--- config.mk ---
export PLATFORM = sky130hd
export DESIGN_NAME = debug_ram_writer
export DESIGN_NICKNAME = d
export VERILOG_FILES = /design/src/rtl/debug_ram_pkg.sv /design/src/rtl/debug_ram_writer.sv
export SDC_FILE = /design/constraint.sdc
export NUM_CORES = 1
export LEC_CHECK = 0
export BUFFER_PORTS_ARGS = -buffer_cell sky130_fd_sc_hd__buf_2
export CORE_UTILIZATION = 30
export CTS_CLUSTER_SIZE = 24
export DETAILED_ROUTE_END_ITERATION = 8
export SKIP_CTS_REPAIR_TIMING = 1
export SLEW_MARGIN = 20
export SYNTH_ARGS = -nofsm -noshare
export SYNTH_HDL_FRONTEND = slang
export SYNTH_SLANG_ARGS = --single-unit
--- constraint.sdc ---
create_clock -name clk -period 2.12 [get_ports clk]
set_input_delay 0.106 -clock clk [delete_from_list [all_inputs] [get_ports clk]]
set_output_delay 0.106 -clock clk [all_outputs]
set_load 0.005 [all_outputs]
--- src/rtl/debug_ram_pkg.sv ---
// Shared constants for the 1024x8 debug RAM: depth and address width (also used by the VGA viewer),
// the writer's command opcodes and its FSM state encoding.
package debug_ram_pkg;

  localparam int unsigned DEBUG_RAM_DEPTH = 1024;
  localparam int unsigned ADDR_W          = $clog2(DEBUG_RAM_DEPTH);

  localparam logic [7:0] OP_SET_ADDR = 8'h01;
  localparam logic [7:0] OP_WRITE    = 8'h02;
  localparam logic [7:0] OP_FILL     = 8'h03;
  localparam logic [7:0] OP_CLEAR    = 8'h04;

  typedef enum logic [3:0] {
    S_IDLE,
    S_ADDR_HI,
    S_ADDR_LO,
    S_W_COUNT,
    S_W_DATA,
    S_F_VAL,
    S_F_COUNT,
    S_FILLING,
    S_CLEARING
  } wr_state_t;

  // Bytes are accepted everywhere except while the block generates writes on its own.
  function automatic logic takes_bytes(input wr_state_t s);
    return (s != S_FILLING) && (s != S_CLEARING);
  endfunction

  // States that sit part-way through a packet waiting for an operand byte.
  function automatic logic waits_operand(input wr_state_t s);
    return (s != S_IDLE) && takes_bytes(s);
  endfunction

  // Count byte of WRITE/FILL: 0 encodes a full 256-byte run.
  function automatic logic [8:0] burst_len(input logic [7:0] n);
    return (n == 8'd0) ? 9'd256 : {1'b0, n};
  endfunction

  function automatic logic [7:0] sat_inc(input logic [7:0] v);
    return (v == 8'hFF) ? v : v + 8'd1;
  endfunction

endpackage

--- src/rtl/debug_ram_writer.sv ---
// Byte-stream command parser driving port a of the debug RAM (set address, burst write, fill, clear).
// Optional DEBUG_WR_TIMEOUT_EN aborts partial packets after TIMEOUT_CYCLES idle cycles.
module debug_ram_writer
  import debug_ram_pkg::*;
#(
  parameter int unsigned ADDR_W         = debug_ram_pkg::ADDR_W,
  parameter int unsigned DATA_W         = 8,
  parameter int unsigned TIMEOUT_CYCLES = 50000000
) (
  input  logic              clk,
  input  logic              rst,
  input  logic              in_valid,
  input  logic [DATA_W-1:0] in_data,
  output logic              in_ready,
  output logic              ram_en_a,
  output logic [ADDR_W-1:0] ram_addr_a,
  output logic [DATA_W-1:0] ram_data_a,
  output logic              busy,
  output logic [7:0]        err_count
);

  localparam int unsigned HI_W = ADDR_W - DATA_W;

  wr_state_t         state;
  logic [ADDR_W-1:0] ptr;
  logic [8:0]        count;
  logic [HI_W-1:0]   addr_hi;
  logic [DATA_W-1:0] fill_val;
  logic              accept;
  logic              timeout;

  // Both are pure decodes of the state register, so they change only on clk.
  assign in_ready = takes_bytes(state);
  assign busy     = (state != S_IDLE);
  assign accept   = in_valid && in_ready;

`ifdef DEBUG_WR_TIMEOUT_EN
  localparam int unsigned TO_W = $clog2(TIMEOUT_CYCLES + 1);

  logic [TO_W-1:0] idle_cnt;

  always_ff @(posedge clk) begin
    if (rst || accept || timeout || !waits_operand(state)) begin
      idle_cnt <= '0;
    end else begin
      idle_cnt <= idle_cnt + 1'b1;
    end
  end

  assign timeout = waits_operand(state) && !accept &&
                   (idle_cnt == TO_W'(TIMEOUT_CYCLES - 1));
`else
  // Partial packets wait indefinitely; the parameter stays referenced so both builds share one interface.
  assign timeout = 1'b0 && (TIMEOUT_CYCLES != 0);
`endif

  always_ff @(posedge clk) begin
    if (rst) begin
      state      <= S_IDLE;
      ptr        <= '0;
      count      <= '0;
      addr_hi    <= '0;
      fill_val   <= '0;
      ram_en_a   <= 1'b0;
      ram_addr_a <= '0;
      ram_data_a <= '0;
      err_count  <= '0;
    end else begin
      ram_en_a <= 1'b0;
      if (timeout) begin
        state     <= S_IDLE;
        err_count <= sat_inc(err_count);
      end else begin
        case (state)
          S_IDLE: begin
            if (accept) begin
              case (in_data[7:0])
                OP_SET_ADDR: state <= S_ADDR_HI;
                OP_WRITE:    state <= S_W_COUNT;
                OP_FILL:     state <= S_F_VAL;
                OP_CLEAR: begin
                  // The clear sweep walks ptr itself; a full wrap leaves it back at 0.
                  state <= S_CLEARING;
                  ptr   <= '0;
                end
                default:     err_count <= sat_inc(err_count);
              endcase
            end
          end

          S_ADDR_HI: begin
            if (accept) begin
              addr_hi <= in_data[HI_W-1:0];
              state   <= S_ADDR_LO;
            end
          end

          S_ADDR_LO: begin
            if (accept) begin
              ptr   <= {addr_hi, in_data};
              state <= S_IDLE;
            end
          end

          S_W_COUNT: begin
            if (accept) begin
              count <= burst_len(in_data[7:0]);
              state <= S_W_DATA;
            end
          end

          S_W_DATA: begin
            if (accept) begin
              ram_en_a   <= 1'b1;
              ram_addr_a <= ptr;
              ram_data_a <= in_data;
              ptr        <= ptr + 1'b1;
              count      <= count - 1'b1;
              if (count == 9'd1) begin
                state <= S_IDLE;
              end
            end
          end

          S_F_VAL: begin
            if (accept) begin
              fill_val <= in_data;
              state    <= S_F_COUNT;
            end
          end

          S_F_COUNT: begin
            if (accept) begin
              count <= burst_len(in_data[7:0]);
              state <= S_FILLING;
            end
          end

          S_FILLING: begin
            ram_en_a   <= 1'b1;
            ram_addr_a <= ptr;
            ram_data_a <= fill_val;
            ptr        <= ptr + 1'b1;
            count      <= count - 1'b1;
            if (count == 9'd1) begin
              state <= S_IDLE;
            end
          end

          S_CLEARING: begin
            ram_en_a   <= 1'b1;
            ram_addr_a <= ptr;
            ram_data_a <= '0;
            ptr        <= ptr + 1'b1;
            if (ptr == '1) begin
              state <= S_IDLE;
            end
          end

          default: state <= S_IDLE;
        endcase
      end
    end
  end

endmodule

==> flow_summary_export.csv <==
group,metric,value,unit
status,status,"finished, final reports clean",
finish,final_nets,456,
worst_setup_path,end_kind,"register",
global_routing,grt_overflow,0,
routing,avgRoutedWirePerCell,14.8,um
place,gp_congestion,0.875,
routing,dr.first_iter.drc_count,150,
die,boundaryPins,40,
timing,worstMarginPinSlew,0.496,ns
job,cap_violations,0,
cts,root_buffer,"clkbuf_8",
die,die_x,106,um
worst_setup_path,crit_arrival,2.22,ns
synth,synth_cell_type_count,63,
routing,avgViaCountPerCell,5.28,
worst_setup_path,criticalPathCategory,"reg -> reg",
worst_setup_path,cp-start-kind,"register",
cts,cts_made_buffers,9,
power,swShare,37.9,%
routing,first_pass_iters,6,
timing,fmax,506,MHz
cts,h-tree-depth,3,
timing,maxSlewHeadroom,66.4,%
die,initial_utilization,31.3,%
routing,drc,0,
finish,drive_gt1_share,21.1,%
power,power_density,1160,nW/um^2
routing,via_count,3067,
global_routing,grt.total_usage,15.7,%
die,die-area,11300,um^2
timing,tns,0,ns
cts,clk_latency,0.34,ns
synth,synth_ff_type,"dfxtp_1",
power,pwr-share-comb,42.9,%
cts,clock_sinks,60,
place,post_dp_cell_area,3660,um^2
power,vdd_drop_max,365,uV
synth,syn-num-nets,412,
synth,ys_warn_count,0,
finish,area_delta_synth_final,18.6,%
cts,path_clk_slew,0.07,ns
power,intPower,0.00278,W
power,leakage,1.59,nW
synth,seq_area_frac_synth,36.7,%
finish,antenna_cells,0,
power,total_power,0.00448,W
finish,multi_input_area,1890,um^2
worst_setup_path,path_max_fanout,12,
finish,final_area,3880,um^2
synth,synth_edf_count,0,
hold_path,worstHoldPathType,"in -> reg",
worst_setup_path,crit_required,2.37,ns
die,die_y,106,um
routing,detail-route-antenna-nets,0,
timing,finalWorstSetupSlack,0.144,ns
timing,fin_skew,0.00977,ns
power,seq_power_share,31.9,%
die,rows,37,
cts,cts_tree,"yes",
synth,synthArstFlopShare,0,%
timing,final.min_clock_period,1.98,ns
synth,synth-seq-cells,60,
timing,drv_slew,0,
synth,syn-cell-area,3270,um^2
place,portBuffers,39,
power,p_clk_share,25.3,%
routing,drt_wl_total,8630,um
timing,hold_viol,0,
place,hpwl,6270,um
place,pre_cts_ws,0.134,ns
timing,setup_violations,0,
finish,seq_area,1200,um^2
global_routing,grt_antenna_before_repair,0,
timing,rsz0062_at_grt,"no",
synth,syn_avg_cell_area,8.25,um^2
cts,cts_buffer_depth,2,
power,switchingPower,0.00170,W
synth,netlist_instances,397,
global_routing,grt_pass1_wl,14000,um
finish,fill_cells,1092,
global_routing,grt_pass1_vias,2775,
die,coreArea,10500,um^2
timing,fin_crit_sh,93.2,%
global_routing,grt_max_degree,30,
## area by class of cell
cell class / instances / area share, %
Tap cell: 136 / 4.38
Sequential cell: 60 / 30.9
Inverter: 10 / 0.967
Clock inverter: 4 / 1.90
Timing Repair Buffer: 62 / 9.47
Multi-Input combinational cell: 298 / 48.7
Clock buffer: 11 / 3.64
## path summary, 6_finish.rpt
kind / cells after the start / end / startpoint / slack [ns]
worst max-delay path: 5 / ptr[6] / state[1] / 0.14
worst min-delay path: 2 / err_count[1] / rst / 0.09
worst max register to register: 5 / ptr[6] / state[1] / 0.14
worst min register to register: 2 / ram_data_a[2] / ram_data_a[2] / 0.45
## critical path: stages (launching register included)
cell	delay, ns
dfxtp_1	0.39
or4b_1	0.64
nand2_1	0.17
o22a_2	0.31
a21oi_1	0.10
a311oi_1	0.27
## registers in the layout (all words and copies together) (netlist names)
name	flops
ptr	10
ram_addr_a	10
err_count	8
fill_val	8
state	4
count	9
addr_hi	2
ram_data_a	8
ram_en_a	1
## per-stage QoR
step                hold slack [ns]  utilization (%)  cells
floorplan                     0.253                -    397
global placement              0.430             35.0    566
global route                 0.0970             37.1    581
detailed placement            0.439             35.0    566
CTS                          0.0773             37.0    581
finish                       0.0907             37.1    581
## layer usage
metal,track usage (%),wire [um]
met1,21.0,4290
met2,24.3,3970
met3,3.86,248
met4,5.58,120
met5,0,0
## cell usage in the layout, fill, tap and decap left out, drive strengths merged, types with 4 or more instances in the layout
cell and count:
o21ai 22, o31ai 4, a211o 8, nor2 48, and2 6, nand4 5, buf 62, nand2 39
o22ai 9, inv 10, or3 5, dfxtp 60, and3 5, clkbuf 11, nand3 12, mux2i 23
ha 4, a21oi 32, nor3 14, nor4 4, mux2 4
## cell families after synthesis
kind of cell    count (synthesis)  share of synthesized area [%]
flops                          60                           36.7
xor+xnor                        4                           1.07
simple gates                  156                           24.8
buf+inv                        39                           5.85
compound gates                107                           21.7
mux                            27                           8.41
fa+ha+maj                       4                           1.53
## Yosys cell counts, types with 2 or more instances
cell / instances / area (um^2)
a211o_1: 8 / 70.1
a211oi_1: 2 / 15.0
a21o_1: 3 / 22.5
a21oi_1: 32 / 160
a221oi_1: 2 / 17.5
a311oi_1: 3 / 26.3
a31o_2: 2 / 17.5
a31oi_1: 3 / 18.8
and2_1: 6 / 37.5
and3_1: 5 / 31.3
buf_2: 8 / 40.0
buf_6: 4 / 45.0
clkbuf_1: 14 / 52.6
dfxtp_1: 60 / 1200
ha_1: 4 / 50.1
inv_1: 10 / 37.5
mux2_2: 3 / 33.8
mux2i_1: 23 / 230
nand2_1: 39 / 146
nand2b_1: 2 / 12.5
nand3_1: 12 / 60.1
nand3b_1: 2 / 15.0
nand4_1: 5 / 31.3
nor2_1: 47 / 176
nor2b_1: 3 / 18.8
nor3_1: 13 / 65.1
nor4_1: 3 / 18.8
nor4b_1: 2 / 17.5
o211ai_1: 2 / 15.0
o21a_1: 3 / 22.5
o21ai_0: 21 / 105
o22ai_1: 9 / 56.3
o2bb2ai_1: 3 / 26.3
o31ai_1: 4 / 30.0
or3_1: 5 / 31.3
xnor2_1: 3 / 26.3
## power by group through the flow
stage,clock network (W),logic (W),registers (W)
global placement,0,0.00187,0.00145
global route,0.00122,0.00212,0.00145
detailed placement,0,0.00189,0.00145
finish,0.00113,0.00192,0.00143
floorplan,0,0.00144,0.00141
CTS,0.00117,0.00191,0.00143
(Power assumes the default switching activity.)
